--- config.mk ---
export PLATFORM = sky130hd
export DESIGN_NAME = instream_bank
export DESIGN_NICKNAME = d
export VERILOG_FILES = /design/src/rtl/instream_pkg.sv /design/src/rtl/instream_chan.sv /design/src/rtl/instream_bank.sv
export SDC_FILE = /design/constraint.sdc
export NUM_CORES = 1
export LEC_CHECK = 0
export BUFFER_PORTS_ARGS = -buffer_cell sky130_fd_sc_hd__buf_2
export CAP_MARGIN = 25
export CORE_AREA = 4 4 693 695
export DETAILED_ROUTE_END_ITERATION = 7
export DIE_AREA = 0 0 697 699
export GPL_TIMING_DRIVEN = 0
export PLACE_DENSITY = 0.3
export SYNTH_ARGS = -nofsm -noshare
export SYNTH_HDL_FRONTEND = slang
export SYNTH_SLANG_ARGS = --single-unit
--- constraint.sdc ---
create_clock -name clk -period 7 [get_ports clk]
set_clock_uncertainty 0.1 [all_clocks]
set_input_delay 0.7 -clock clk [delete_from_list [all_inputs] [get_ports clk]]
set_output_delay 0.7 -clock clk [all_outputs]
set_load 0.01 [all_outputs]
--- src/rtl/instream_pkg.sv ---
// Shared definitions for the instream bank: channel FSM states and default sizing.
package instream_pkg;

   localparam int NCH_DEFAULT   = 4;
   localparam int DEPTH_DEFAULT = 39;
   localparam int W_DEFAULT     = 11;

   typedef enum logic [1:0] {
      IDLE = 2'd0,
      RUN  = 2'd1,
      DONE = 2'd2
   } chanState_t;

endpackage

--- src/rtl/instream_chan.sv ---
// One stream channel: replays its slice of the data table word by word under
// ready/valid handshaking, optionally looping.
module instream_chan
   import instream_pkg::*;
#(
   parameter int DEPTH     = DEPTH_DEFAULT,
   parameter int W         = W_DEFAULT,
   parameter int AUTOSTART = 1,
   parameter int LW        = $clog2(DEPTH + 1)
)(
   input  logic                    clk,
   input  logic                    rst,
   input  logic [LW-1:0]           length,
   input  logic [DEPTH-1:0][W-1:0] data,
   input  logic                    loop_en,
   input  logic                    start,
   input  logic                    wready,
   output logic                    write,
   output logic [W-1:0]            out,
   output logic                    done
);

   chanState_t    state, stateNext;
   logic [LW-1:0] idx, idxNext;
   logic [LW-1:0] len, lenNext;
   logic [LW-1:0] lenClamp;
   logic [W-1:0]  outNext;
   logic          writeNext, doneNext;
   logic          autoPending, takeStart;

   // autoPending fakes a start pulse on the first cycle out of reset
   always_ff @(posedge clk) begin
      if (rst) begin
         state       <= IDLE;
         idx         <= '0;
         len         <= '0;
         write       <= 1'b0;
         out         <= '0;
         done        <= 1'b0;
         autoPending <= (AUTOSTART != 0);
      end else begin
         state       <= stateNext;
         idx         <= idxNext;
         len         <= lenNext;
         write       <= writeNext;
         out         <= outNext;
         done        <= doneNext;
         autoPending <= 1'b0;
      end
   end

   // out is preloaded with the word the next cycle will present
   always_comb begin
      stateNext = state;
      idxNext   = idx;
      lenNext   = len;
      writeNext = write;
      outNext   = out;
      doneNext  = done;
      lenClamp  = (length > LW'(DEPTH)) ? LW'(DEPTH) : length;
      takeStart = start | autoPending;

      case (state)
         IDLE, DONE: begin
            if (takeStart) begin
               lenNext = lenClamp;
               idxNext = '0;
               if (lenClamp == '0) begin
                  stateNext = DONE;
                  writeNext = 1'b0;
                  doneNext  = 1'b1;
               end else begin
                  stateNext = RUN;
                  writeNext = 1'b1;
                  doneNext  = 1'b0;
                  outNext   = data[0];
               end
            end
         end
         RUN: begin
            if (wready) begin
               if (idx == len - LW'(1)) begin
                  if (loop_en) begin
                     idxNext = '0;
                     outNext = data[0];
                  end else begin
                     stateNext = DONE;
                     writeNext = 1'b0;
                     doneNext  = 1'b1;
                  end
               end else begin
                  idxNext = idx + LW'(1);
                  outNext = data[idx + LW'(1)];
               end
            end
         end
         default: stateNext = IDLE;
      endcase
   end

endmodule

--- src/rtl/instream_bank.sv ---
// Bank of independent stream channels, each replaying its own slice of a shared data table.
module instream_bank
   import instream_pkg::*;
#(
   parameter int NCH       = NCH_DEFAULT,
   parameter int DEPTH     = DEPTH_DEFAULT,
   parameter int W         = W_DEFAULT,
   parameter int AUTOSTART = 1
)(
   input  logic                                      clk,
   input  logic                                      rst,
   input  logic [NCH-1:0][$clog2(DEPTH+1)-1:0]       length,
   input  logic signed [NCH*DEPTH-1:0][W-1:0]        data,
   input  logic [NCH-1:0]                            loop_en,
   input  logic [NCH-1:0]                            start,
   input  logic [NCH-1:0]                            wready,
   output logic [NCH-1:0]                            write,
   output logic [NCH-1:0][W-1:0]                     out,
   output logic [NCH-1:0]                            done
);

   for (genvar c = 0; c < NCH; c++) begin : gChan
      instream_chan #(
         .DEPTH     (DEPTH),
         .W         (W),
         .AUTOSTART (AUTOSTART)
      ) uChan (
         .clk     (clk),
         .rst     (rst),
         .length  (length[c]),
         .data    (data[c*DEPTH +: DEPTH]),
         .loop_en (loop_en[c]),
         .start   (start[c]),
         .wready  (wready[c]),
         .write   (write[c]),
         .out     (out[c]),
         .done    (done[c])
      );
   end

endmodule

==> metrics.md, run 1 <==
| Metric | Value |
|---|---|
| Setup TNS Final | `0 ns` |
| Port Buf Inserts | `between 1500 and 2000` |
| RSZ-0062 raised after global routing | `no` |
| Num CTS Buffers | `13` |
| Max-Cap Viols | `0` |
| Drt via density | `roughly 2.8` |
| Clk slew on worst S/H paths | `0.12 ns` |
| F_max | `around 190 MHz` |
| Final routed DRC violation total | `0` |
| Row cnt | `around 250` |
| Final Hold Viols | `0` |
| Ys async rst share | `0%` |
| CP Class | `reg -> reg` |
| Core area | `~470000 um^2` |
| Drt wl/cell | `around 30 um` |
| Top cell type's share of synthesized area | `roughly two fifths` |
| Worst hold margin | `0.344 ns` |
| Initial Utilization | `under 10%` |
| Critical path cell sequence | `ha_1 -> clkbuf_1 -> buf_2 -> buf_4 -> buf_2 -> o211ai_1 -> a21oi_1 -> nor3_1 -> o2111ai_1 -> a211oi_1 -> a2111oi_2` |
| Post-route ant nets | `0` |
| Initial DRC Count | `roughly 2500` |
| Slowest-stage cell, CP | `buf_2` |
| Mapped Nets | `~3800` |
| GRT Overall Usage | `12.0%` |
| Clk root buf | `clkbuf_16` |
| Max-slew violations | `0` |
| Synth top area cells | `mux4_2 (39%), dfxtp_1 (11%), nand2_1 (5.2%)` |
| Crit-path max FO | `10` |
| Fin worst setup slack | `1.65 ns` |
| Top-count cell post-synth | `mux4_2` |
| Total Wirelength | `approximately 310 mm` |
| Share of cells above drive strength 1 | `roughly 62%` |
| Worst min path class | `in -> reg` |
| PwrDens | `approximately 100 nW/um^2` |
| Top_reg_cell synth | `dfxtp_1` |
| Result of the run | `completed` |
| Worst-margin pin slew | `1.21 ns` |
| Post-synth top area cell | `mux4_2` |
| Largest net degree at the start of global routing | `20` |
| Period utilization | `approximately 76%` |
| Hpwl dp | `about 280 mm` |
| Htree depth | `3` |
| Initial antenna violation count | `between 200 and 250` |
| Nets@finish | `5694` |
| Post-synthesis sequential area ratio | `11.1%` |
| Area Growth Syn to Fin | `91.5%` |
| Die Span X | `around 700 um` |
| Syn_area_per_cell | `9.50 um^2` |
| Post-synth EDFFs | `0` |
| I/O pin count | `1806` |
| Reg2reg path depth | `11` |
| Worst Path Arrival | `~5.7 ns` |
| Post_cts resized | `0` |
| Maximum VDD drop | `0.113 mV` |
| Synth Register Bits | `109` |
| First-pass GRT wire length | `about 370 mm` |
| Endpoints failing setup | `0` |
| CP dominant cell by count | `buf_2` |
| Crit. End Element | `register` |
| Finished Layout Cells | `roughly 10000` |
| Synth top cells by count | `mux4_2 (340), nand2_1 (272), nor2_1 (168)` |
| Leak | `14.1 nW` |
| Slew margin rel. | `19.5%` |
| Post-CTS Setup Inserts | `0` |
| CP Launch Type | `register` |
| Drt first pass iters | `6` |
| Die H | `between 600 and 700 um` |
| Syn Inst Count | `slightly above 2000` |
| Syn Std Cell Area | `around 20000 um^2` |
| Overflow left after global routing | `0` |
| Placer Congestion | `around 0.95` |
| Synth cell types | `between 60 and 70` |
| Via count | `roughly 30000` |
| Maximum root-to-sink buffer count | `3` |
| CTS tree | `built` |
| Die area | `487000 um^2` |
| Vias in the first global route | `between 20000 and 30000` |
| Synth warnings | `0` |
| Final min period | `around 5.3 ns` |
| Max stage delay on crit path | `approximately 0.77 ns` |
| Place WS | `about 1.4 ns` |
| CTS Hold Buffers Added | `0` |
| # fillers | `between 50000 and 60000` |
| Placed Cells | `roughly 10000` |
| Required time of the critical path | `between 7 and 8 ns` |
| Worst skew pair latency | `approximately 0.55 ns` |
| CTS Sinks | `109` |
| Worst Hold Path Cells | `2` |
metal layers:
layer | global-route usage (%) | routed length, um
met5 | 0 | 407
met4 | 3.57 | 11700
met3 | 2.60 | 21000
met2 | 20.2 | 145000
met1 | 15.2 | 128000
stage by stage:
stage | util, % | power, mW | area [um^2]
6_report | 7.96 | 3.91 | 37700
5_1_grt | 7.94 | 4.13 | 37600
2_1_floorplan | - | 1.69 | 19700
3_3_place_gp | 7.71 | 3.14 | 36600
4_1_cts | 7.92 | 4.05 | 37500
3_5_place_dp | 7.83 | 3.17 | 37100
layout by cell type (no fill, tap or decap), drive strengths merged, types with 4 or more instances in the layout:
cell type,synthesis,routed
mux4,340,340
nand3,118,118
a2111oi,11,11
o221ai,21,21
a21oi,95,95
nand2,272,272
nor4,4,4
ha,8,8
nor2,168,168
xor2,21,21
xnor2,27,27
and3,6,6
o211ai,33,33
a311oi,20,20
o221a,23,23
a31oi,13,13
o2111ai,19,19
inv,27,27
a211oi,18,18
or4,7,7
a221o,12,12
clkbuf,122,135
diode,0,73
nand3b,10,10
buf,100,1942
o22ai,35,35
nand4,18,18
dfxtp,109,109
or2,10,10
a22oi,24,24
and2,6,6
o21ai,49,49
mux2,89,89
nand2b,15,15
nor2b,10,10
or3,8,8
mux2i,89,89
nor3,50,50
a41o,11,11
a221oi,21,21
worst paths after layout:
kind	slack (ns)	endpoint	start
worst max-delay path	1.65	gChan[1].uChan.out[4]$_SDFFE_PP0P_	gChan[1].uChan.idx[1]$_SDFFE_PP0P_
worst min-delay path	0.34	gChan[3].uChan.len[0]$_SDFFE_PP0P_	length[18]
worst max register to register	1.65	gChan[1].uChan.out[4]$_SDFFE_PP0P_	gChan[1].uChan.idx[1]$_SDFFE_PP0P_
worst min register to register	0.37	gChan[1].uChan.done$_SDFFE_PP0P_	gChan[1].uChan.done$_SDFFE_PP0P_
sequential cells by signal, summed over array words and instances (netlist names):
| register | flops |
|---|---|
| gChan.uChan.autoPending | 1 |
| gChan.uChan.done | 4 |
| gChan.uChan.idx | 24 |
| gChan.uChan.len | 24 |
| gChan.uChan.out | 44 |
| gChan.uChan.state | 8 |
| gChan.uChan.write | 4 |
cells by family (layout without fill, tap and decap cells):
| logic type | after synthesis | count (layout) | share of synthesized area (%) |
|---|---|---|---|
| multiplexers | 518 | 518 | 48.5 |
| other | 0 | 73 | 0 |
| flip-flops | 109 | 109 | 11.1 |
| buffers and inverters | 250 | 2109 | 5.50 |
| AO/OA/AOI/OAI | 434 | 434 | 16.3 |
| AND/OR/NAND/NOR | 708 | 708 | 16.1 |
| adder cells (fa/ha/maj) | 8 | 8 | 0.508 |
| XOR/XNOR | 48 | 48 | 2.13 |
worst max-delay path: cells and delay by family (launching register included):
kind            cells  cell delay, ns
buf+inv             4            2.28
fa+ha+maj           1            0.33
compound gates      5            1.90
simple gates        1            0.15
flops               1            0.44
power breakdown:
group          switching, mW  total, mW  internal, mW  leakage (nW)
registers             0.0503      0.723         0.672         0.899
logic                   1.37       2.40          1.03          13.0
clock network          0.408      0.786         0.379         0.183
total                   1.83       3.91          2.08          14.1
final cells by class:
class / instances / area, um^2 / area share (%)
Clock buffer: 13 / 325 / 0.862
Sequential cell: 109 / 2180 / 5.79
Buffer: 222 / 1010 / 2.67
Tap cell: 6247 / 7820 / 20.7
Clock inverter: 4 / 55.1 / 0.146
Antenna cell: 73 / 183 / 0.484
Multi-Input combinational cell: 1716 / 16500 / 43.6
Timing Repair Buffer: 1842 / 9590 / 25.4
Inverter: 28 / 105 / 0.278
No activity file was read; power rests on OpenSTA's default activity.
==> run 2: changes to the inputs <==
Clock period 7 ns to 4.9 ns, I/O delays scaled along.
==> run 2 against run 1 <==
Against the previous run:
- final cell count is essentially flat
- maximum frequency grew 11%
- utilization is essentially flat
- first-iteration DRC count grew 5.1%
- worst hold slack lost 0.21 ns
- highest routed layer unchanged
- wire length is essentially flat
- via count grew 0.44%
- global-route usage is essentially flat
- worst setup slack lost 1.5 ns
- non-clock buffer count shrank 2
- combinational power grew 43%
- sequential power grew 42%
==> metrics.md, run 2 (same netlist as run 1, synthesis figures left out) <==
| Metric | Value |
|---|---|
| Share of cells above drive strength 1 | `62.1% (+0.082 points)` |
| Htree depth | `3 (unchanged)` |
| Die area | `487000 um^2 (unchanged)` |
| Worst-margin pin slew | `1.15 ns (-0.0522 ns)` |
| Initial DRC Count | `2650 (+5.1%)` |
| Nets@finish | `5692 (-0.035%)` |
| Clock share of power | `20.2% (about the same)` |
| Max-Cap Viols | `0 (unchanged)` |
| Post_cts resized | `5 (+5)` |
| Num CTS Buffers | `13 (unchanged)` |
| Crit. End Element | `register` |
| Core area | `474000 um^2 (unchanged)` |
| Hold endpoint | `gChan[3].uChan.len[0]$_SDFFE_PP0P_` |
| Hpwl dp | `284 mm (unchanged)` |
| I/O pin count | `1806 (unchanged)` |
| Result of the run | `completed` |
| Worst Path Arrival | `5.13 ns (-0.58 ns)` |
| Clk root buf | `clkbuf_16` |
| GRT Overall Usage | `12.0% (about the same)` |
| Port Buf Inserts | `1805 (unchanged)` |
| Row cnt | `253 (unchanged)` |
| Vias in the first global route | `29771 (+0.017%)` |
| Post-route ant nets | `0 (unchanged)` |
| CP Launch Type | `register` |
| Highest-count cells in the layout ignoring fill and taps | `buf_2 (1866), mux4_2 (340), nand2_1 (272), nor2_1 (168), nand3_1 (118)` |
| Seq pwr share | `18.5% (about the same)` |
| Initial antenna violation count | `250 (+0.81%)` |
| Via count | `29259 (+0.44%)` |
| Endpoints failing setup | `0 (unchanged)` |
| Maximum root-to-sink buffer count | `3 (unchanged)` |
| CTS Sinks | `109 (unchanged)` |
| Post-layout util | `7.97% (about the same)` |
| Period utilization | `97.9% (+22 points)` |
| Area occupied by multi-input gates | `16500 um^2 (about the same)` |
| Clk slew on worst S/H paths | `0.12 ns (about the same)` |
| Pint | `2.97 mW (+43%)` |
| Post-CTS Setup Inserts | `0 (unchanged)` |
| Worst R2R Setup Slack | `0.10 ns (-1.55 ns)` |
| Hold wc startpoint | `length[18]` |
| Slew margin rel. | `23.0% (+3.5 points)` |
| # fillers | `55870 (-0.0089%)` |
| Worst skew pair latency | `0.55 ns (about the same)` |
| Die Span X | `697 um (unchanged)` |
| Setup TNS Final | `0 ns (unchanged)` |
| Overflow left after global routing | `0 (unchanged)` |
| Worst min path class | `in -> reg` |
| F_max | `208 MHz (+11%)` |
| Sw Ratio | `46.7% (-0.052 points)` |
| Final Hold Viols | `0 (unchanged)` |
| Crit-path max FO | `10 (unchanged)` |
| CTS Hold Buffers Added | `0 (unchanged)` |
| Maximum VDD drop | `0.162 mV (+43%)` |
| Most flops, register | `gChan.uChan.out` |
| Drt wl/cell | `29.9 um (about the same)` |
| R2R Path Start | `gChan[1].uChan.idx[1]$_SDFFE_PP0P_` |
| First-pass GRT wire length | `371 mm (about the same)` |
| Max-slew violations | `0 (unchanged)` |
| Drt first pass iters | `5 (-1)` |
| Logic pwr share | `61.3% (about the same)` |
| Largest net degree at the start of global routing | `20 (unchanged)` |
| Worst Hold Path Cells | `2 (unchanged)` |
| Storage element area | `2180 um^2 (unchanged)` |
| RSZ-0062 raised after global routing | `no` |
| Drt via density | `2.85 (+0.39%)` |
| Final min period | `4.80 ns (-0.551 ns)` |
| Leak | `14.1 nW (about the same)` |
| RR Endpoint | `gChan[1].uChan.out[4]$_SDFFE_PP0P_` |
| CP Class | `reg -> reg` |
| Total Wirelength | `307 mm (about the same)` |
| Psw | `2.61 mW (+43%)` |
| PwrDens | `148 nW/um^2 (+43%)` |
| Required time of the critical path | `5.23 ns (-2.13 ns)` |
| CTS tree | `built` |
| Die H | `699 um (unchanged)` |
| Reg2reg path depth | `11 (unchanged)` |
| Max reg flops | `44 (unchanged)` |
| Placer Congestion | `0.952 (unchanged)` |
| Initial Utilization | `4.16% (unchanged)` |
| Commonest non-fill, non-tap cell in the layout | `buf_2` |
| Area Growth Syn to Fin | `91.6% (about the same)` |
| Final routed DRC violation total | `0 (unchanged)` |
| Top Registers | `gChan.uChan.out: 44 flops, gChan.uChan.idx: 24 flops, gChan.uChan.len: 24 flops` |
[run 2: cell count changes in the layout (fill, tap and decap cells not counted), moves of 2 or more]
cell     change
buf_4        +2
diode_2      +7
a21oi_1      -2
a21oi_2      +2
buf_2        -2
[run 2: through the flow]
stage	std cells	power [mW]	setup slack (ns)	hold WS, ns	area (um^2)
6_report	10259	5.57	0.103	0.135	37800
5_1_grt	10201	5.90	0.0422	0.0734	37600
4_1_cts	10176	5.79	0.0623	0.0407	37500
3_5_place_dp	10160	4.53	-0.679	0.361	37100
3_3_place_gp	10127	4.49	-0.801	0.360	36600
2_1_floorplan	2075	2.41	2.02	0.331	19700
[run 2: power groups by stage]
stage	registers (mW)	clock network (mW)	logic [mW]
final	1.03	1.13	3.42
after floorplan	1.04	0	1.37
after detailed placement	1.06	0	3.47
after global routing	1.04	1.25	3.60
after CTS	1.04	1.26	3.49
after global placement	1.06	0	3.43
[run 2: worst max path at each step]
| stage | start | end | depth (start not counted) |
|---|---|---|---|
| finish | gChan[1].uChan.idx[1]$_SDFFE_PP0P_ | gChan[1].uChan.out[4]$_SDFFE_PP0P_ | 11 |
| floorplan | gChan[1].uChan.idx[1]$_SDFFE_PP0P_ | gChan[1].uChan.out[7]$_SDFFE_PP0P_ | 10 |
| global placement | gChan[3].uChan.idx[1]$_SDFFE_PP0P_ | gChan[3].uChan.out[2]$_SDFFE_PP0P_ | 9 |
| CTS | gChan[1].uChan.idx[1]$_SDFFE_PP0P_ | gChan[1].uChan.out[4]$_SDFFE_PP0P_ | 11 |
| global route | gChan[3].uChan.idx[1]$_SDFFE_PP0P_ | gChan[3].uChan.out[7]$_SDFFE_PP0P_ | 11 |
| detailed placement | gChan[1].uChan.idx[1]$_SDFFE_PP0P_ | gChan[1].uChan.out[4]$_SDFFE_PP0P_ | 11 |
[run 2: critical path, cell delays in order (launching register included)]
cell,delay (ns)
dfxtp_1,0.44
ha_1,0.33
clkbuf_2,0.28
buf_4,0.37
buf_4,0.35
nor2b_1,0.12
o21ai_1,0.59
a21oi_1,0.19
nor3_1,0.59
o2111ai_1,0.56
a211oi_1,0.63
a2111oi_2,0.09
[run 2: layer usage]
metal	share of wire, %	vias up	track usage (%)
met5	0.12	-	0
met4	3.7	58	3.45
met3	7.1	467	2.65
met2	47	1824	20.3
met1	42	14720	15.1
li1	-	12190	-
[run 2: layout make-up]
cell class	instances	area share (%)
timing repair buffer	1841	25.4
sequential	109	5.78
clock inverter	4	0.146
inverter	28	0.278
antenna	80	0.530
multi-input combinational	1716	43.6
buffer	221	2.68
clock buffer	13	0.862
tap	6247	20.7
==> run 3: changes to the inputs <==
Settings changed: MAX_ROUTING_LAYER set to met4.
==> run 3 against run 2 <==
Against the previous run:
- final cell count increased by 0.88%
- clock power increased by 5%
- via count increased by 0.98%
- total power increased by 1.3%
- register-to-register slack improved by 0.02 ns
- highest routed layer is now met4
- clock-buffer cell count unchanged
- first-iteration DRC count decreased by 2.6%
- largest cell class unchanged
- die area unchanged
==> metrics.md, run 3 (same netlist as run 1, synthesis figures left out) <==
| Metric | Value |
|---|---|
| Nets@finish | `5685 (-0.12%)` |
| Row cnt | `253 (unchanged)` |
| Finished Cell Area | `37900 um^2 (+0.49%)` |
| CP bufs+invs | `4 (+1)` |
| Max reg flops | `44 (unchanged)` |
| Slowest-stage cell, CP | `clkbuf_1` |
| Port Buf Inserts | `1805 (unchanged)` |
| Vias in the first global route | `29757 (-0.047%)` |
| Die Span X | `697 um (unchanged)` |
| Worst Setup EP | `gChan[0].uChan.out[7]$_SDFFE_PP0P_` |
| Top Registers | `gChan.uChan.out: 44 flops, gChan.uChan.idx: 24 flops, gChan.uChan.len: 24 flops` |
| Maximum VDD drop | `0.213 mV (+31%)` |
| CP Class | `reg -> reg` |
| Crit. End Element | `register` |
| Initial Utilization | `4.16% (unchanged)` |
| Via count | `29545 (+0.98%)` |
| Final Hold Viols | `0 (unchanged)` |
| Worst-margin pin slew | `1.20 ns (+0.0488 ns)` |
| Drt wl/cell | `30.1 um (+0.73%)` |
| Most flops, register | `gChan.uChan.out` |
| Crit path depth | `10 (-1)` |
| Placed cell area | `37100 um^2 (-0.18%)` |
| Critical path cell sequence | `ha_1 -> buf_2 -> xor2_1 -> buf_2 -> clkbuf_1 -> clkbuf_1 -> nand3_1 -> o211ai_1 -> nand4_1 -> a311oi_1` |
| Clk slew on worst S/H paths | `0.12 ns (about the same)` |
| Post-route ant nets | `0 (unchanged)` |
| Max-slew violations | `0 (unchanged)` |
| Largest delay share family, worst path | `buffers and inverters` |
| Worst skew pair latency | `0.56 ns (about the same)` |
| Area Growth Syn to Fin | `92.5%` |
| Initial DRC Count | `2582 (-2.6%)` |
| Worst min path class | `in -> reg` |
| PwrDens | `149 nW/um^2 (+0.77%)` |
| Num CTS Buffers | `13 (unchanged)` |
| Slew margin rel. | `19.5% (-3.6 points)` |
| CP Launch Type | `register` |
| Overflow left after global routing | `0 (unchanged)` |
| Clk root buf | `clkbuf_16` |
| Required time of the critical path | `5.28 ns (+0.05 ns)` |
| Total Wirelength | `311 mm (+1.6%)` |
| Clock share of power | `21.1% (+0.9 points)` |
| Post-CTS Setup Inserts | `0 (unchanged)` |
| Pint | `3.01 mW (+1.5%)` |
| Setup crit start | `gChan[0].uChan.idx[1]$_SDFFE_PP0P_` |
| RR Endpoint | `gChan[0].uChan.out[7]$_SDFFE_PP0P_` |
| Reg2reg path depth | `10 (-1)` |
| CTS Sinks | `109 (unchanged)` |
| Max-Cap Viols | `0 (unchanged)` |
| Period utilization | `97.4% (-0.49 points)` |
| Initial antenna violation count | `276 (+10%)` |
| Highest-count cells in the layout ignoring fill and taps | `buf_2 (1867), mux4_2 (340), nand2_1 (272), nor2_1 (168), nand3_1 (118)` |
| Leak | `14.1 nW (-0.17%)` |
| Worst Hold Path Cells | `2 (unchanged)` |
| Max stage delay on crit path | `0.74 ns (+0.11 ns)` |
| Maximum root-to-sink buffer count | `3 (unchanged)` |
| Sw Ratio | `46.6% (-0.12 points)` |
| Drt via density | `2.85 (about the same)` |
| Fin worst setup slack | `0.127 ns (+0.0241 ns)` |
| Commonest non-fill, non-tap cell in the layout | `buf_2` |
| Final routed DRC violation total | `0 (unchanged)` |
| Largest net degree at the start of global routing | `20 (unchanged)` |
| Worst Path Arrival | `5.15 ns (+0.02 ns)` |
| First-pass GRT wire length | `376 mm (+1.2%)` |
| Result of the run | `completed` |
| CTS Hold Buffers Added | `0 (unchanged)` |
| Share of cells above drive strength 1 | `62.1% (about the same)` |
| R2R Path Start | `gChan[0].uChan.idx[1]$_SDFFE_PP0P_` |
| Die H | `699 um (unchanged)` |
| Htree depth | `3 (unchanged)` |
| Placer Congestion | `0.959 (+0.74%)` |
| Worst R2R Setup Slack | `0.13 ns (+0.02 ns)` |
| Hpwl dp | `288 mm (+1.3%)` |
| Seq pwr share | `18.3% (-0.2 points)` |
| Psw | `2.63 mW (+1.0%)` |
| F_max | `210 MHz (+0.51%)` |
| Core area | `474000 um^2 (unchanged)` |
| Final min period | `4.77 ns (-0.0241 ns)` |
| Place WS | `-0.757 ns (-0.0787 ns)` |
| GRT Overall Usage | `12.5% (+0.54 points)` |
| Drt first pass iters | `5 (unchanged)` |
| Endpoints failing setup | `0 (unchanged)` |
| I/O pin count | `1806 (unchanged)` |
| Die area | `487000 um^2 (unchanged)` |
| CTS tree | `built` |
| RSZ-0062 raised after global routing | `no` |
| Logic pwr share | `60.6% (-0.7 points)` |
| Post-layout util | `8.01% (+0.039 points)` |
| Crit-path max FO | `10 (unchanged)` |
-- run 3: how the worst min path moves through the flow --
stage	startpoint	to	slack [ns]
floorplan	gChan[3].uChan.done$_SDFFE_PP0P_	gChan[3].uChan.done$_SDFFE_PP0P_	0.33
global placement	gChan[1].uChan.done$_SDFFE_PP0P_	gChan[1].uChan.done$_SDFFE_PP0P_	0.36
detailed placement	gChan[2].uChan.done$_SDFFE_PP0P_	gChan[2].uChan.done$_SDFFE_PP0P_	0.36
CTS	length[18]	gChan[3].uChan.len[0]$_SDFFE_PP0P_	0.04
global route	length[12]	gChan[2].uChan.len[0]$_SDFFE_PP0P_	0.06
finish	length[18]	gChan[3].uChan.len[0]$_SDFFE_PP0P_	0.12
-- run 3: metal layers --
| metal | routed length (um) | GRT usage (%) | part of all wire (%) | up-vias |
|---|---|---|---|---|
| met5 | 0 | - | 0 | - |
| li1 | - | - | - | 12292 |
| met2 | 148000 | 20.7 | 48 | 1796 |
| met1 | 130000 | 15.2 | 42 | 15058 |
| met4 | 11800 | 3.55 | 3.8 | 0 |
| met3 | 21300 | 2.91 | 6.8 | 399 |
-- run 3: cell type report --
| class | instances | area, um^2 |
|---|---|---|
| fillers | 55871 | 436000 |
| flip-flops and latches | 109 | 2180 |
| clock buffers | 13 | 325 |
| inverters | 28 | 105 |
| plain buffers | 220 | 1010 |
| clock inverters | 4 | 76.3 |
| multi-input cells | 1716 | 16500 |
| repair buffers | 1835 | 9500 |
| diodes | 177 | 443 |
| well taps | 6247 | 7820 |
-- run 3: what timing repair did --
item	4_1_cts	5_1_grt
resized for setup	3	1
endpoints found under the setup margin	15	1
pin swaps	0	0
-- run 3: metrics by stage --
stage / setup TNS (ns) / power [mW] / hold WS, ns / instances
after floorplan: 0 / 2.41 / 0.331 / 2075
after global placement: -18.47 / 4.51 / 0.359 / 10127
after detailed placement: -6.18 / 4.54 / 0.357 / 10155
after CTS: 0 / 5.85 / 0.0358 / 10170
after global routing: 0 / 5.96 / 0.0605 / 10307
final: 0 / 5.65 / 0.124 / 10349
-- run 3: power by group through the flow --
stage | combinational, mW | sequential [mW] | clock [mW]
floorplan | 1.37 | 1.04 | 0
global placement | 3.45 | 1.06 | 0
detailed placement | 3.48 | 1.05 | 0
CTS | 3.49 | 1.04 | 1.32
global route | 3.61 | 1.04 | 1.30
finish | 3.42 | 1.03 | 1.19
